<file path="src/rtl/sccb_write_arbiter.sv">
// Two-requester arbiter in front of a shared SCCB write engine: loads slave/reg/data, kicks the
// engine, retries on NACK or timeout. Optional bank-select prefix writes under SCCB_BANK_CACHE_EN.
module sccb_write_arbiter #(
    parameter logic [7:0] SLAVE_ADDR = 8'h60,
    parameter int         MAX_RETRY  = 3,
    parameter int         TIMEOUT    = 1023
) (
    input  logic        clk,
    input  logic        reset_n,
    input  logic        ce,
    input  logic [1:0]  req_valid,
    input  logic [15:0] req_reg,
    input  logic [15:0] req_data,
    input  logic [1:0]  req_bank,
    output logic [1:0]  req_ready,
    output logic [1:0]  done,
    output logic        err,
    output logic        busy,
    output logic [2:0]  i2c_address,
    output logic [7:0]  i2c_writedata,
    output logic        i2c_write,
    input  logic        i2c_ready,
    input  logic        i2c_success
);

`ifdef SCCB_BANK_CACHE_EN
    localparam bit BANK_CACHE = 1'b1;
`else
    localparam bit BANK_CACHE = 1'b0;
`endif
    localparam int               TMO_W    = (TIMEOUT < 2) ? 1 : $clog2(TIMEOUT + 1);
    localparam logic [TMO_W-1:0] TMO_LAST = TMO_W'(TIMEOUT - 1);

    typedef enum logic [2:0] {
        IDLE, LD_SLV, LD_REG, LD_DAT, GO, WAIT_BUSY, WAIT_DONE, RESP
    } state_t;

    state_t           state;
    logic             rr_ptr;
    logic             gnt;
    logic [7:0]       reg_q;
    logic [7:0]       data_q;
    logic             bank_q;
    logic [3:0]       retry_cnt;
    logic [TMO_W-1:0] tmo_cnt;
    logic             fail_q;
    logic             prefix;
    logic             cache_vld;
    logic             cache_bank;

    logic             pick;
    logic [7:0]       pick_reg;
    logic [7:0]       pick_data;
    logic             need_prefix;
    logic             tmo_hit;
    logic             attempt_end;
    logic             attempt_ok;
    logic             can_retry;

    always_comb begin
        pick = rr_ptr;
        if (req_valid == 2'b01)
            pick = 1'b0;
        else if (req_valid == 2'b10)
            pick = 1'b1;
        pick_reg  = pick ? req_reg[15:8]  : req_reg[7:0];
        pick_data = pick ? req_data[15:8] : req_data[7:0];
    end

    // A direct write to 0xFF already selects the bank, so it never needs a prefix.
    assign need_prefix = BANK_CACHE && (reg_q != 8'hFF) && (!cache_vld || (cache_bank != bank_q));
    assign tmo_hit     = (tmo_cnt >= TMO_LAST);
    assign attempt_ok  = (state == WAIT_DONE) && i2c_ready && i2c_success;
    assign attempt_end = ((state == WAIT_BUSY) && i2c_ready && tmo_hit) ||
                         ((state == WAIT_DONE) && (i2c_ready || tmo_hit));
    assign can_retry   = (int'(retry_cnt) < MAX_RETRY);

    always_ff @(posedge clk or negedge reset_n) begin
        if (!reset_n) begin
            state         <= IDLE;
            rr_ptr        <= 1'b0;
            gnt           <= 1'b0;
            reg_q         <= '0;
            data_q        <= '0;
            bank_q        <= 1'b0;
            retry_cnt     <= '0;
            tmo_cnt       <= '0;
            fail_q        <= 1'b0;
            prefix        <= 1'b0;
            cache_vld     <= 1'b0;
            cache_bank    <= 1'b0;
            req_ready     <= '0;
            done          <= '0;
            err           <= 1'b0;
            busy          <= 1'b0;
            i2c_address   <= '0;
            i2c_writedata <= '0;
            i2c_write     <= 1'b0;
        end else begin
            req_ready <= '0;
            done      <= '0;
            err       <= 1'b0;
            i2c_write <= 1'b0;
            if (ce) begin
                case (state)
                    IDLE: if (|req_valid) begin
                        gnt             <= pick;
                        req_ready[pick] <= 1'b1;
                        reg_q           <= pick_reg;
                        data_q          <= pick_data;
                        bank_q          <= req_bank[pick];
                        busy            <= 1'b1;
                        fail_q          <= 1'b0;
                        retry_cnt       <= '0;
                        prefix          <= 1'b0;
                        if (BANK_CACHE && (pick_reg == 8'hFF)) begin
                            cache_vld  <= 1'b1;
                            cache_bank <= pick_data[0];
                        end
                        i2c_address   <= 3'd1;
                        i2c_writedata <= SLAVE_ADDR;
                        i2c_write     <= 1'b1;
                        state         <= LD_SLV;
                    end
                    LD_SLV: begin
                        prefix        <= need_prefix;
                        i2c_address   <= 3'd2;
                        i2c_writedata <= need_prefix ? 8'hFF : reg_q;
                        i2c_write     <= 1'b1;
                        state         <= LD_REG;
                    end
                    LD_REG: begin
                        i2c_address   <= 3'd3;
                        i2c_writedata <= prefix ? {7'b0, bank_q} : data_q;
                        i2c_write     <= 1'b1;
                        state         <= LD_DAT;
                    end
                    LD_DAT: begin
                        i2c_address   <= 3'd0;
                        i2c_writedata <= 8'h01;
                        i2c_write     <= 1'b1;
                        state         <= GO;
                    end
                    GO: begin
                        i2c_address   <= 3'd0;
                        i2c_writedata <= 8'h00;
                        tmo_cnt       <= '0;
                        state         <= WAIT_BUSY;
                    end
                    WAIT_BUSY, WAIT_DONE: begin
                        if (!attempt_end) begin
                            tmo_cnt <= tmo_cnt + 1'b1;
                            if ((state == WAIT_BUSY) && !i2c_ready)
                                state <= WAIT_DONE;
                        end else if (attempt_ok && prefix) begin
                            // Bank selected: run the requested write with a fresh retry budget.
                            prefix        <= 1'b0;
                            cache_vld     <= 1'b1;
                            cache_bank    <= bank_q;
                            retry_cnt     <= '0;
                            i2c_address   <= 3'd2;
                            i2c_writedata <= reg_q;
                            i2c_write     <= 1'b1;
                            state         <= LD_REG;
                        end else if (attempt_ok) begin
                            state <= RESP;
                        end else if (can_retry) begin
                            retry_cnt     <= retry_cnt + 4'd1;
                            i2c_address   <= 3'd2;
                            i2c_writedata <= prefix ? 8'hFF : reg_q;
                            i2c_write     <= 1'b1;
                            state         <= LD_REG;
                        end else begin
                            fail_q    <= 1'b1;
                            prefix    <= 1'b0;
                            cache_vld <= 1'b0;
                            state     <= RESP;
                        end
                    end
                    RESP: begin
                        done[gnt] <= 1'b1;
                        err       <= fail_q;
                        busy      <= 1'b0;
                        rr_ptr    <= ~gnt;
                        retry_cnt <= '0;
                        state     <= IDLE;
                    end
                    default: state <= IDLE;
                endcase
            end
        end
    end

endmodule

</file>
<file path="config.mk">
export PLATFORM = sky130hd
export DESIGN_NAME = sccb_write_arbiter
export DESIGN_NICKNAME = d
export VERILOG_FILES = /design/src/rtl/sccb_write_arbiter.sv
export SDC_FILE = /design/constraint.sdc
export NUM_CORES = 1
export LEC_CHECK = 0
export CORE_MARGIN = 2
export CORE_UTILIZATION = 43
export DETAILED_ROUTE_END_ITERATION = 10
export PLACE_DENSITY = 0.69
export REMOVE_ABC_BUFFERS = 1
export SYNTH_ARGS = -nofsm -noshare
export SYNTH_HDL_FRONTEND = slang
export SYNTH_SLANG_ARGS = --single-unit
</file>
<file path="constraint.sdc">
create_clock -name clk -period 2.78 [get_ports clk]
set_input_delay 0.556 -clock clk [delete_from_list [all_inputs] [get_ports clk]]
set_output_delay 0.556 -clock clk [all_outputs]
set_load 0.005 [all_outputs]
</file>
* After elaboration in Yosys (flattened, before gate mapping) *
Index checks and enable logic that the tools add are counted.

operators by class
  equal/unequal tests = 19
  $lt $le $gt $ge = 6
  bitwise operators = 1
  add/subtract/negate cells = 2
  mux-type cells = 65
  reduce and logical (&&, ||, !) cells = 34

operator list
  cell                     number
  $mux W8                  9
  $pmux W8 S6              1
  $mux W3                  10
  $mux W1                  24
  $reduce_and A6 Y1        4
  $pmux W3 S7              1
  $mux W4                  5
  $pmux W10 S2             1
  $pmux W3 S5              1
  $eq A3 B3 Y1 const B     4
  $ne A2 B2 Y1 const B     6
  $ne A3 B3 Y1 const B     4
  $pmux W4 S3              1
  $reduce_and A3 Y1        4
  $add A10 B1 Y10 const B  1
  $ge A10 B10 Y1 const B   1
  $mux W10                 1
  $mux W2                  5
  $logic_and A1 B1 Y1      9
  $reduce_and A7 Y1        1
  $eq A3 B2 Y1 const B     2
  $pmux W1 S3              2
  $reduce_bool A2 Y1       3
  $reduce_bool A3 Y1       2
  18 further kinds         25

word-level totals
  logic and storage cells = 144
  bits in registers = 56

* Logic depth before layout (Yosys ltp) *
Gate-level depths: netlist of run 1.

  depth in word-level cells = 10
  gate-level depth with buffers = 8
  mapped depth without buffers = 7

* Worst setup path before layout of run 1 *
Ideal clock, no wire load.

  kind = reg-to-reg
  start = reg tmo_cnt[0]
  end = reg i2c_address[0]
  clock period less this slack = 1,983 ps
  data arrival time = 1,858 ps
  cell stages (with the launch flop) = 9
  path buffers = 1
  slack = 797 ps
  cell sequence = dfrtp_1 > inv_1 > ha_1 > o21ai_0 > a2111oi_4 > o21bai_2 > and3b_1 > buf_6 > mux2_4

on the way
  longest elaborated chain between the ends = 6

ends and longest elaborated chain
  element                                 line  RTL
  start, declared                         45    logic [TMO_W-1:0] tmo_cnt;
  start signal, assigned                  152   tmo_cnt <= tmo_cnt + 1'b1;
  $ge A10 B10 Y1 (*)                      72    assign tmo_hit = (tmo_cnt >= TMO_LAST);
  $logic_or A1 B1 Y1                      75    ((state == WAIT_DONE) && (i2c_ready || tmo_hit));
  $logic_and A1 B1 Y1                     75
  $logic_or A1 B1 Y1 (*)                  74    assign attempt_end = ((state == WAIT_BUSY) && i2c_ready && tmo_hit) ||
  $ne A2 B2 Y1 (no source line) (*)       -
  $reduce_and A6 Y1 (no source line) (*)  -
  end signal, assigned                    96    i2c_address <= '0;
  end signal, assigned                    120   i2c_address <= 3'd1;
  end signal, assigned                    127   i2c_address <= 3'd2;
  end, declared                           19    output logic [2:0] i2c_address,

Mark *: on every way between the ends. The rest lies on a longest branch, timed or not.
A chain may end at the register's enable or synchronous reset.

* Worst setup path in the final report of run 1 *
  start = in i2c_ready
  end = reg i2c_writedata[0]

on the way
  longest elaborated chain between the ends = 6

ends and longest elaborated chain
  element                           line  RTL
  start, declared                   22    input logic i2c_ready,
  $logic_and A1 B1 Y1 (2 in a row)  73    assign attempt_ok = (state == WAIT_DONE) && i2c_ready && i2c_success;
  $logic_and A1 B1 Y1               155   end else if (attempt_ok && prefix) begin
  $mux W8                           155
  $mux W8                           151   if (!attempt_end) begin
  $pmux W8 S6                       105   case (state)
  end signal, assigned              128   i2c_writedata <= need_prefix ? 8'hFF : reg_q;
  end signal, assigned              162   i2c_writedata <= reg_q;
  end signal, assigned              170   i2c_writedata <= prefix ? 8'hFF : reg_q;
  end, declared                     20    output logic [7:0] i2c_writedata,

Several ways; a longest one is shown, not always the timed one. The select of a mux whose other input is x is not followed.

==> results of run 1 <==
[cell usage after synthesis, types with 2 or more instances]
cell | number | area share [%]
o31ai_1 | 5 | 1.3
o211ai_1 | 6 | 1.5
a21o_1 | 2 | 0.51
dfrtp_1 | 53 | 45
buf_6 | 2 | 0.77
a21oi_1 | 8 | 1.4
clkbuf_1 | 7 | 0.90
buf_2 | 6 | 1.0
nor3_1 | 7 | 1.2
o21ai_0 | 34 | 5.8
o21a_1 | 2 | 0.51
nand4_1 | 4 | 0.85
nor2b_1 | 2 | 0.43
nand3_1 | 9 | 1.5
a31oi_1 | 5 | 1.1
nand2_1 | 46 | 5.9
mux2_4 | 10 | 5.1
nor2_1 | 7 | 0.90
ha_1 | 3 | 1.3
or3_1 | 2 | 0.43
inv_1 | 9 | 1.2
or4_1 | 6 | 1.5
mux2i_1 | 22 | 7.5
and2_1 | 8 | 1.7
[layout make-up]
class | instances | area, µm² | share of cell area, %
clock buffer | 5 | 68.8 | 1.86
clock inverter | 3 | 65.1 | 1.76
inverter | 9 | 33.8 | 0.914
multi-input combinational | 216 | 1480 | 40.1
sequential | 53 | 1330 | 35.9
tap | 80 | 100 | 2.71
timing repair buffer | 65 | 621 | 16.8
[kinds of logic (layout without fill, tap and decap cells)]
family          Yosys count  after routing  share of synthesized area, %
flops                    53             53                          45.2
xor+xnor                  2              2                         0.597
simple gates            101            101                          17.1
compound gates           75             75                          18.0
buf+inv                  27             82                          4.39
mux                      33             33                          13.0
fa+ha+maj                 4              4                          1.62
other cells               1              1                         0.128
[through the flow]
stage	cell area, µm²	worst slack, ns	instances	power [mW]	hold WS, ns
global route	3690	0.335	431	3.66	0.393
floorplan	2840	0.343	278	2.23	0.260
finish	3690	0.456	431	3.39	0.351
global placement	3560	0.151	423	2.76	0.449
CTS	3690	0.480	431	3.42	0.383
detailed placement	3560	0.153	423	2.80	0.457
[worst register-to-register path, cell delays in order (launching register included)]
cell and delay (ns):
dfrtp_1 0.60, nor2b_1 0.30, a2111oi_4 0.38, o21bai_2 0.14, and3b_1 0.27, buf_4 0.20, mux2_4 0.31
[worst paths after layout]
check	startpoint	endpoint	slack [ns]	cells past startpoint
worst max-delay path	i2c_ready	i2c_writedata[0]$_DFFE_PN0P_	0.46	7
worst min-delay path	reset_n	req_ready[1]$_DFF_PN0_	0.35	2
worst max register to register	state[0]$_DFFE_PN0P_	i2c_writedata[0]$_DFFE_PN0P_	0.49	6
worst min register to register	gnt$_DFFE_PN0P_	done[0]$_DFF_PN0_	0.47	1
max in group asynchronous	reset_n	retry_cnt[3]$_DFFE_PN0P_	1.99	2
min in group clk	gnt$_DFFE_PN0P_	done[0]$_DFF_PN0_	0.47	1
[power breakdown]
part / switching, mW / internal, mW
clock network: 0.259 / 0.358
registers: 0.222 / 1.03
logic: 0.752 / 0.773
[registers in the layout, summed over array words and instances (netlist names)]
register / cells
tmo_cnt: 10
data_q: 8
i2c_writedata: 8
reg_q: 8
retry_cnt: 4
state: 3
done: 2
i2c_address: 2
req_ready: 2
busy: 1
err: 1
fail_q: 1
gnt: 1
i2c_write: 1
rr_ptr: 1
[metal layers]
metal	part of all wire, %	track usage [%]	vias to the layer above
met1	46	23.9	1130
met2	48	29.5	68
li1	-	-	1170
met4	0.99	4.55	0
met3	5.3	4.19	7
met5	0	0	-
==> impl_metrics.ini, run 1 <==
[status]
outcome = finished clean

[clock_network]
htree_levels = 2
root_buffer = clkbuf_8
clk_latency_ns = 0.31
cts_setup_buffers = 0
ctsLongestPathBuffers = 2
clock_sinks = 53
clk_pin_slew_ns = 0.10
cts_inserted_buffers = 5
cts_resized = 0
ctsHoldBuffers = 0
cts_tree = yes

[route]
drtIter0Drc = 189
ant_nets = 0
viasPerCell = 5.51
firstDrtPassIters = 4
avgRoutedWirePerCell_um = 14.3
drc_errors = 0
vias = 2375
wirelength_mm = 6.15

[floorplan]
die_w_um = 86.6
die_area_um2 = 7500
boundaryPins = 59
num_rows = 30
coreArea_um2 = 6680
start_util_pct = 43.9
die_y_um = 86.6

[power_and_ir_drop]
p_per_area_nw_per_um2 = 918
p_leak_nw = 1.62
irDropWorstVdd_v = 0.000422

[yosys]
synth-main-ff-cell = dfrtp_1
synth_area_per_cell_um2 = 9.92
ys_types = 55
synthArstFlopShare_pct = 100
synth_edf_count = 0
ys_ff_latch = 53
yosysSeqAreaShare_pct = 45.2
syn_area_um2 = 2940
ys_warn_count = 0
synthCells = 296

[timing]
setup_viol = 0
slew_headroom_pct = 56.2
rsz0062_at_grt = no
max_freq_mhz = 430
hold_viol_final = 0
final_max_slew_viol_count = 0
worst_pin_slew_ns = 0.652
fin_crit_ns = 2.32
period_share_pct = 83.6
tns_ns = 0
finClkSkew_ns = 0.00593

[global_routing]
overflow = 0
globalRouteTotalUtil_pct = 17.9
antenna_found_initial = 0
grt_pass1_wl_mm = 10.7
grt_pass1_vias = 2303
grt_max_degree = 54

[worst_setup_path]
worstPathRequired_ns = 2.98
cp_top_family = buffers and inverters
startpoint_type = input pin
worstSetupEndpointType = flip-flop
critPathArrivalTime_ns = 2.52
path_max_fanout = 7
cpPeakStageDelay_ns = 0.60
critPathBufInv = 3
path_cells = clkdlybuf4s50_1 -> inv_1 -> a2111oi_4 -> o21bai_2 -> and3b_1 -> buf_4 -> mux2_4
criticalPathCategory = input pin to flip-flop
crit_path_top_delay_cell = clkdlybuf4s50_1

[placement]
gp_congestion = 0.830
port_buffers = 55
dpl.hpwl_mm = 4.52

[cells_and_area]
syn_to_final_growth_pct = 25.9
antenna_cells = 0
fin_nets = 394
final_common_cell = clkdlybuf4s50_1
drive_gt1_share_pct = 10.8
fill_cells = 668
final_util_pct = 55.3
mostFrequentLayoutCells = clkdlybuf4s50_1 (54), dfrtp_1 (53), nand2_1 (46)

[hold_path]
hold_class = input pin to asynchronous set/reset pin

[job]
max-cap-violations = 0
No activity file was read; power rests on OpenSTA's default activity.
==> inputs of run 2 (changes only) <==
PLACE_DENSITY = 0.71   (was 0.69)
clock period = 1.9 ns   (was 2.78 ns; I/O delays follow)
==> impl_metrics.ini, run 2 (synthesis gave the netlist of run 1 again) <==
[cells_and_area]
top_register = tmo_cnt
syn_to_final_growth_pct = 45.4
drive_gt1_share_pct = 27.4
mostFrequentLayoutCells = clkdlybuf4s50_1 (53), dfrtp_1 (52), buf_4 (52)
largest_reg_flops = 10
final_common_cell = clkdlybuf4s50_1
fill_cells = 560
antenna_cells = 0
fin_nets = 445
fin_cells = 482

[placement]
gp_congestion = 1.02
dpl.hpwl_mm = 5.14
dp_cells = 457
port_buffers = 55
pre_cts_slack_ns = -0.519

[worst_setup_path]
crit_path_top_delay_cell = dfrtp_2
startpoint_type = flip-flop
cp_top_family = simple AND/OR/NAND/NOR gates
path_cells = or3_4 -> o221ai_4 -> o21bai_4 -> and3b_2 -> clkbuf_16 -> mux2_4
cpPeakStageDelay_ns = 0.45
worstSetupEndpointType = flip-flop
worstPathRequired_ns = 2.10
critPathBufInv = 1
criticalPathCategory = flip-flop to flip-flop
crit_cells = 6
ff2ff_path_depth = 6
critPathArrivalTime_ns = 2.23
path_max_fanout = 5

[global_routing]
grt_pass1_wl_mm = 12.6
grt_max_degree = 54
globalRouteTotalUtil_pct = 21.1
antenna_found_initial = 0
overflow = 0
grt_pass1_vias = 2728

[route]
drtIter0Drc = 153
wirelength_mm = 7.71
ant_nets = 0
viasPerCell = 5.49
drc_errors = 0
firstDrtPassIters = 4
avgRoutedWirePerCell_um = 16.0
vias = 2645

[floorplan]
boundaryPins = 59
coreArea_um2 = 6680
num_rows = 30
die_w_um = 86.6
die_y_um = 86.6
die_area_um2 = 7500
start_util_pct = 43.9

[timing]
period_share_pct = 107
finClkSkew_ns = 0.0135
max_freq_mhz = 493
final_max_slew_viol_count = 0
rsz0062_at_grt = yes
fin_crit_ns = 2.03
hold_viol_final = 0
timing.final.ws_setup_ns = -0.128
setup_viol = 15

[clock_network]
cts_tree = yes
ctsHoldBuffers = 0
clk_pin_slew_ns = 0.10
ctsLongestPathBuffers = 2
clock_sinks = 53
clk_latency_ns = 0.31
cts_inserted_buffers = 5
htree_levels = 2
root_buffer = clkbuf_8

[power_and_ir_drop]
irDropWorstVdd_v = 0.000566
p_leak_nw = 1.89
power.total_mw = 5.56
p_per_area_nw_per_um2 = 1300

[status]
failed_checks = setup timing
outcome = finished with violations

[hold_path]
hold_class = input pin to asynchronous set/reset pin

[job]
max-cap-violations = 0
[run 2: changes by cell type in the layout (fill, tap and decap cells not counted), sizes merged]
cell / previous run / this run
buf: 11 / 60
clkbuf: 5 / 9
bufinv: 2 / 0
clkdlybuf4s50: 54 / 53
clkinv: 1 / 0
dlygate4sd2: 0 / 1
o2111ai: 1 / 2
[run 2: layout make-up]
class	count	area (µm²)	area share [%]
multi-input combinational	217	1650	38.7
sequential	53	1330	31.1
timing repair buffer	115	1070	25.1
tap	80	100	2.34
clock buffer	8	80.1	1.88
inverter	9	33.8	0.791
[run 2: where the power goes]
part | internal [mW] | switching (mW) | total [mW]
clock | 0.263 | 0.372 | 0.635
sequential | 1.51 | 0.264 | 1.77
combinational | 1.66 | 1.49 | 3.15
[run 2: what timing repair did]
| item | CTS | global route |
|---|---|---|
| pin swaps | 7 | 12 |
| gates cloned | 1 | 1 |
| endpoints found under the setup margin | 23 | 35 |
| buffers inserted | 11 | 4 |
| gates resized for setup | 16 | 27 |
[run 2: metrics by stage]
step	hold slack [ns]	util [%]	TNS, ns	area (µm²)
final	0.0503	63.9	-1.32	4270
after global routing	0.0727	63.9	-2.41	4270
after global placement	0.398	57.9	-8.66	3870
after detailed placement	0.403	57.9	-10.82	3870
after floorplan	0.0844	-	-6.64	2840
after CTS	0.0600	61.4	-0.897	4100
[run 2: path summary, 6_finish.rpt]
check                      slack (ns)                      endpoint                  from
max                             -0.13  i2c_writedata[4]$_DFFE_PN0P_  state[0]$_DFFE_PN0P_
min                              0.05  i2c_writedata[5]$_DFFE_PN0P_               reset_n
max reg2reg                     -0.13  i2c_writedata[4]$_DFFE_PN0P_  state[0]$_DFFE_PN0P_
min reg2reg                      0.48             done[0]$_DFF_PN0_       gnt$_DFFE_PN0P_
max in group asynchronous        1.60             done[1]$_DFF_PN0_               reset_n
min in group clk                 0.48             done[0]$_DFF_PN0_       gnt$_DFFE_PN0P_
[run 2: per-layer routing]
metal / up-vias / GRT usage (%) / wire, µm
met5: - / 0 / 0
met4: 0 / 7.67 / 110
met3: 10 / 3.90 / 362
met2: 85 / 35.2 / 3780
met1: 1269 / 27.3 / 3460
li1: 1281 / - / -
